[config.mk]
export PLATFORM = sky130hd
export DESIGN_NAME = control_unit
export DESIGN_NICKNAME = d
export VERILOG_FILES = /design/src/rtl/control_unit.sv
export SDC_FILE = /design/constraint.sdc
export NUM_CORES = 1
export LEC_CHECK = 0
export ABC_CLOCK_PERIOD_IN_PS = 2900
export CAP_MARGIN = 15
export CORE_MARGIN = 5
export CORE_UTILIZATION = 48
export CTS_CLUSTER_DIAMETER = 40
export DETAILED_ROUTE_END_ITERATION = 6
export PLACE_DENSITY = 0.9
export SYNTH_ARGS = -nofsm -noshare
export SYNTH_HDL_FRONTEND = slang
export SYNTH_SLANG_ARGS = --single-unit
[constraint.sdc]
create_clock -name clock -period 2.9 [get_ports clock]
set_input_delay 0.58 -clock clock [delete_from_list [all_inputs] [get_ports clock]]
set_output_delay 0.58 -clock clock [all_outputs]
set_load 0.02 [all_outputs]
[src/rtl/control_unit.sv]
// control_unit: multi-cycle fetch/decode/execute/memory/writeback sequencer for a MIPS-like datapath
//   Optional feature macro CU_MEM_TIMEOUT_EN: MEMORY aborts to HALT after MEM_TIMEOUT cycles
//   without mem_ready and raises a sticky mem_error (port and parameter exist only then).
//   Ports: clock, reset (async active-low); instr_data/flagBRANCH/mem_ready in;
//   pc, State, flagALU, OPCODE, FUNCT, shamt, immediate, rs_addr, rt_addr, reg_waddr,
//   reg_write, wb_sel, mem_req, mem_we, halted (, mem_error) out.
module control_unit #(
  parameter int PC_BITS = 10
`ifdef CU_MEM_TIMEOUT_EN
  , parameter int MEM_TIMEOUT = 16
`endif
) (
  input  logic               clock,
  input  logic               reset,
  input  logic [31:0]        instr_data,
  input  logic               flagBRANCH,
  input  logic               mem_ready,
  output logic [PC_BITS-1:0] pc,
  output logic [2:0]         State,
  output logic [1:0]         flagALU,
  output logic [5:0]         OPCODE,
  output logic [5:0]         FUNCT,
  output logic [4:0]         shamt,
  output logic [31:0]        immediate,
  output logic [4:0]         rs_addr,
  output logic [4:0]         rt_addr,
  output logic [4:0]         reg_waddr,
  output logic               reg_write,
  output logic               wb_sel,
  output logic               mem_req,
  output logic               mem_we,
`ifdef CU_MEM_TIMEOUT_EN
  output logic               mem_error,
`endif
  output logic               halted
);
  typedef enum logic [2:0] {
    FETCH     = 3'd0,
    DECODE    = 3'd1,
    EXECUTE   = 3'd2,
    MEMORY    = 3'd3,
    WRITEBACK = 3'd4,
    HALT      = 3'd5
  } state_t;
  state_t state, state_d;
  logic [31:0] ir;
  logic [4:0] rd;
  logic [5:0] op_ir, funct_d;
  logic [PC_BITS-1:0] pc_d, pc_inc;
  logic is_lw, is_sw, is_br, timeout;
  assign op_ir = ir[31:26];
  // Immediate ALU ops 8..11 select FUNCT 1/3/5/7; LW/SW compute their address with FUNCT 1.
  assign funct_d = (op_ir[5:2] == 4'd2) ? {3'b000, op_ir[1:0], 1'b1} :
                   (op_ir == 6'd12 || op_ir == 6'd13) ? 6'd1 : ir[5:0];
  assign is_lw = OPCODE == 6'd12;
  assign is_sw = OPCODE == 6'd13;
  assign is_br = OPCODE == 6'd6 || OPCODE == 6'd7;
  assign pc_inc = pc + PC_BITS'(1);
  assign State = state;
  assign halted = state == HALT;
  assign reg_waddr = (OPCODE == 6'd0) ? rd : rt_addr;
`ifdef CU_MEM_TIMEOUT_EN
  localparam int CW = $clog2(MEM_TIMEOUT + 1);
  logic [CW-1:0] cnt;
  assign timeout = state == MEMORY && !mem_ready && cnt == CW'(MEM_TIMEOUT - 1);
  always_ff @(posedge clock or negedge reset)
    if (!reset) begin
      cnt <= '0;
      mem_error <= 1'b0;
    end else begin
      cnt <= (state == MEMORY) ? cnt + CW'(1) : '0;
      if (timeout) mem_error <= 1'b1;
    end
`else
  assign timeout = 1'b0;
`endif
  always_comb begin
    state_d = state;
    pc_d = pc;
    flagALU = 2'd0;
    reg_write = 1'b0;
    wb_sel = 1'b0;
    mem_req = 1'b0;
    mem_we = 1'b0;
    unique case (state)
      FETCH: state_d = DECODE;
      DECODE: begin
        state_d = (op_ir == 6'd2) ? FETCH : (op_ir == 6'd3) ? HALT : EXECUTE;
        pc_d = (op_ir == 6'd2) ? ir[PC_BITS-1:0] : pc;
      end
      EXECUTE: begin
        flagALU = (OPCODE == 6'd0 || (OPCODE >= 6'd8 && OPCODE <= 6'd13)) ? 2'd1 :
                  (OPCODE[5:2] == 4'd1) ? 2'd2 : 2'd0;
        state_d = (is_lw || is_sw) ? MEMORY : WRITEBACK;
      end
      MEMORY: begin
        mem_req = 1'b1;
        mem_we = is_sw;
        state_d = timeout ? HALT : !mem_ready ? MEMORY : is_sw ? FETCH : WRITEBACK;
        pc_d = (mem_ready && is_sw) ? pc_inc : pc;
      end
      WRITEBACK: begin
        reg_write = OPCODE inside {6'd0, 6'd4, 6'd5, 6'd8, 6'd9, 6'd10, 6'd11, 6'd12};
        wb_sel = is_lw;
        pc_d = (is_br && flagBRANCH) ? pc_inc + immediate[PC_BITS-1:0] : pc_inc;
        state_d = FETCH;
      end
      HALT: state_d = HALT;
      default: state_d = FETCH;
    endcase
  end
  always_ff @(posedge clock or negedge reset)
    if (!reset) begin
      state <= FETCH;
      pc <= '0;
      ir <= '0;
      OPCODE <= '0;
      FUNCT <= '0;
      shamt <= '0;
      immediate <= '0;
      rs_addr <= '0;
      rt_addr <= '0;
      rd <= '0;
    end else begin
      state <= state_d;
      pc <= pc_d;
      if (state == FETCH) ir <= instr_data;
      if (state == DECODE) begin
        OPCODE <= op_ir;
        FUNCT <= funct_d;
        shamt <= ir[10:6];
        immediate <= {{16{ir[15]}}, ir[15:0]};
        rs_addr <= ir[25:21];
        rt_addr <= ir[20:16];
        rd <= ir[15:11];
      end
    end
endmodule

==> flow_metrics.env <==
export IMPL_run_status="finished, final reports clean"
export IMPL_path_buf_inv=0
export IMPL_drv_slew=0
export IMPL_dieArea_um2=10900
export IMPL_drc=0
export IMPL_die_x_um=104
export IMPL_yosys_warnings=0
export IMPL_slew_headroom=0.322
export IMPL_dp_hpwl_mm=7.66
export IMPL_period_needed_ps=2780
export IMPL_synth_seq_cells=83
export IMPL_synth_mux_area_frac=0.0950
export IMPL_synth_simple_gate_area_frac=0.177
export IMPL_crit_family="compound AO/OA/AOI/OAI gates"
export IMPL_drtPass1Iterations=5
export IMPL_detail_route_antenna_nets=0
export IMPL_rows=34
export IMPL_layout_drive_gt1_share=0.133
export IMPL_leakage_uw=0.00253
export IMPL_clk_pin_slew_worst_paths_ps=90
export IMPL_cts_htree_levels=3
export IMPL_hold_viol=0
export IMPL_nets=576
export IMPL_synthesis_instances=432
export IMPL_crit_fanout=7
export IMPL_crit_slowest_cell="or4_1"
export IMPL_cap_violations=0
export IMPL_synth_seq_area_share=0.487
export IMPL_syn_nets=480
export IMPL_cts_tree="built"
export IMPL_holdCritPathClass="input port to async pin"
export IMPL_area_growth_pct=31.1
export IMPL_arrival_ps=3040
export IMPL_worstSkewPairLatency_ps=350
export IMPL_critical_path_cell_chain="ha_2 > nand3_1 > xnor2_2 > ha_1 > a21oi_1 > o21ai_0 > a41oi_2 > xor2_1 > or4_1 > o211ai_1"
export IMPL_finalInstanceArea_um2=5590
export IMPL_ios=120
export IMPL_vias=3561
export IMPL_async_flop_share=1.00
export IMPL_hold_buffers=0
export IMPL_grt_first_pass_wirelength_mm=18.2
export IMPL_synth_top_family_by_area="simple AND/OR/NAND/NOR gates"
export IMPL_power_uw=7910
export IMPL_grt_overflow_total=0
export IMPL_place_area_um2=5380
export IMPL_cpPeakStageDelay_ps=490
export IMPL_wire_per_inst_um=17.2
export IMPL_synth_fa_ha_area_frac=0.0370
export IMPL_clk_path_buf_depth=2
export IMPL_wl_mm=11.0
export IMPL_max_freq_mhz=360
export IMPL_gp_congestion=0.841
export IMPL_ir_drop_v=0.000664
export IMPL_power_density_nw_per_um2=1410
export IMPL_core_area_um2=8680
export IMPL_port_buffers=119
export IMPL_setup_viol=0
export IMPL_clock_sinks=83
export IMPL_worstPathRequired_ps=3170
export IMPL_vias_per_cell=5.56
export IMPL_critPathKind="register to register"
export IMPL_rsz0062_at_grt="true"
export IMPL_drtIter0Drc=227
export IMPL_finalCritPeriodShare=0.957
export IMPL_track_usage=0.201
export IMPL_synth_area_per_cell_um2=9.87
export IMPL_grt_pass1_vias=3643
export IMPL_fillCellCount=742
export IMPL_tightestPinTransition_ps=1020
export IMPL_start_util=0.491
export IMPL_synth_xor_area_frac=0.0308
export IMPL_cts_buffers_inserted=9
export IMPL_skew_ps=12.0
export IMPL_antenna_found_initial=0
export IMPL_start_kind="register"
export IMPL_diodes=0
export IMPL_synth_compound_area_share=0.108
export IMPL_ys_flop_type="dfrtp_1"
export IMPL_synth_edff_count=0
export IMPL_grt_start_max_net_pins=84
export IMPL_cts_root_buf="clkbuf_8"
export IMPL_synth_cell_types=49
export IMPL_die_h_um=104
export IMPL_syn_area_um2=4270
export IMPL_critPathCaptureType="register"
==> final timing paths <==
| check | start | end | slack, ps | cells after the start |
|---|---|---|---|---|
| min in group clock | ir[24] | rs_addr[3] | 470 | 2 |
| setup reg to reg | pc[0] | pc[9] | 120 | 10 |
| setup / recovery | pc[0] | pc[9] | 120 | 10 |
| hold / removal | reset | State[1] | 390 | 1 |
| max in group asynchronous | reset | pc[2] | 1790 | 1 |
| hold reg to reg | ir[24] | rs_addr[3] | 470 | 2 |
==> power by group <==
group	internal, uW	leakage [uW]	switching, uW	total [uW]
Clock	321	0.0000912	430	751
Sequential	1750	0.000993	612	2370
Combinational	2220	0.00145	2570	4790
==> logic make-up after synthesis <==
group,after synthesis
buffers and inverters,47
adders and majority gates,12
muxes,36
and+or+nand+nor,174
AOI/OAI and AO/OA,65
DFF,83
xor gates and xnor gates,15
==> per-stage QoR <==
step	std cells	setup WS, ps	hold WS, ps	TNS (ps)	utilization
final	641	125	387	0	0.644
after global routing	641	-43.8	493	-43.8	0.644
after CTS	641	1.53	439	0	0.641
after detailed placement	625	46.3	450	0	0.620
after global placement	625	178	444	0	0.620
after floorplan	432	241	284	0	-
==> layout make-up <==
cell class	count	area (um^2)	share of cell area
Clock inverter	6	48.8	0.00873
Sequential cell	83	2080	0.372
Inverter	8	30.0	0.00537
Tap cell	108	135	0.0242
Multi-Input combinational cell	302	1940	0.347
Clock buffer	10	128	0.0228
Timing Repair Buffer	124	1230	0.220
==> synthesized netlist by cell type (all sizes together) (2+ instances only) <==
master / count / share of area
or3: 3 / 0.0056
buf: 27 / 0.048
mux2: 36 / 0.095
nand2: 104 / 0.092
a22oi: 2 / 0.0035
a22o: 6 / 0.012
o211ai: 4 / 0.0070
nor3b: 2 / 0.0035
a21o: 2 / 0.0035
or4: 2 / 0.0044
xor2: 6 / 0.012
nand3: 12 / 0.014
a41oi: 2 / 0.0041
a222oi: 5 / 0.012
nor3: 5 / 0.0059
ha: 11 / 0.032
nor4: 2 / 0.0029
clkbuf: 12 / 0.011
a31oi: 2 / 0.0029
and3: 7 / 0.010
a21oi: 20 / 0.023
or2: 3 / 0.0044
o21ai: 11 / 0.013
inv: 8 / 0.0070
nor2: 28 / 0.025
dfrtp: 83 / 0.49
nand2b: 3 / 0.0044
a221o: 3 / 0.0070
xnor2: 9 / 0.018
==> cells in the final DEF, fill, tap and decap left out, types with 2 or more instances in the layout <==
cell type / synthesis / routed
dlymetal6s2s_1: 0 / 4
mux2_2: 36 / 36
dfrtp_1: 83 / 80
buf_4: 21 / 6
xnor2_1: 9 / 8
nor4_1: 2 / 2
dlygate4sd2_1: 0 / 4
dfrtp_2: 0 / 3
a21oi_1: 20 / 20
or3_1: 2 / 2
o211ai_1: 4 / 4
clkdlybuf4s50_1: 0 / 110
inv_6: 0 / 2
a22o_1: 6 / 6
a222oi_1: 5 / 5
a31oi_1: 2 / 2
a21o_1: 2 / 2
nor3b_1: 2 / 2
nand2b_1: 3 / 3
o21ai_0: 8 / 8
a221o_1: 3 / 3
clkinv_4: 0 / 3
o21ai_1: 3 / 3
nor3_1: 5 / 4
and3_1: 7 / 7
nor2_1: 28 / 28
nand2_1: 104 / 103
nand3_1: 12 / 12
inv_1: 8 / 8
a22oi_1: 2 / 2
ha_1: 11 / 10
xor2_1: 6 / 6
clkbuf_8: 0 / 9
==> what timing repair did <==
item	CTS	global route
buffers inserted	0	0
endpoints found under the setup margin	8	6
endpoints found under the hold margin	0	0
gates resized for setup	6	10
==> metal layers <==
layer  vias up  share of wire  wire, um  track usage
met4         0          0.016       181       0.0500
met3        19          0.072       796       0.0633
met2       145           0.51      5610        0.338
li1       1665              -         -            -
met1      1732           0.40      4430        0.251
met5         -              0         0            0
==> state kept, by name (all words and copies together) (netlist names) <==
name / count
rt_addr: 5
OPCODE: 6
pc: 10
FUNCT: 6
shamt: 4
ir: 32
State: 3
immediate: 12
rs_addr: 5
Note: power is estimated with default switching activity, not from simulation.
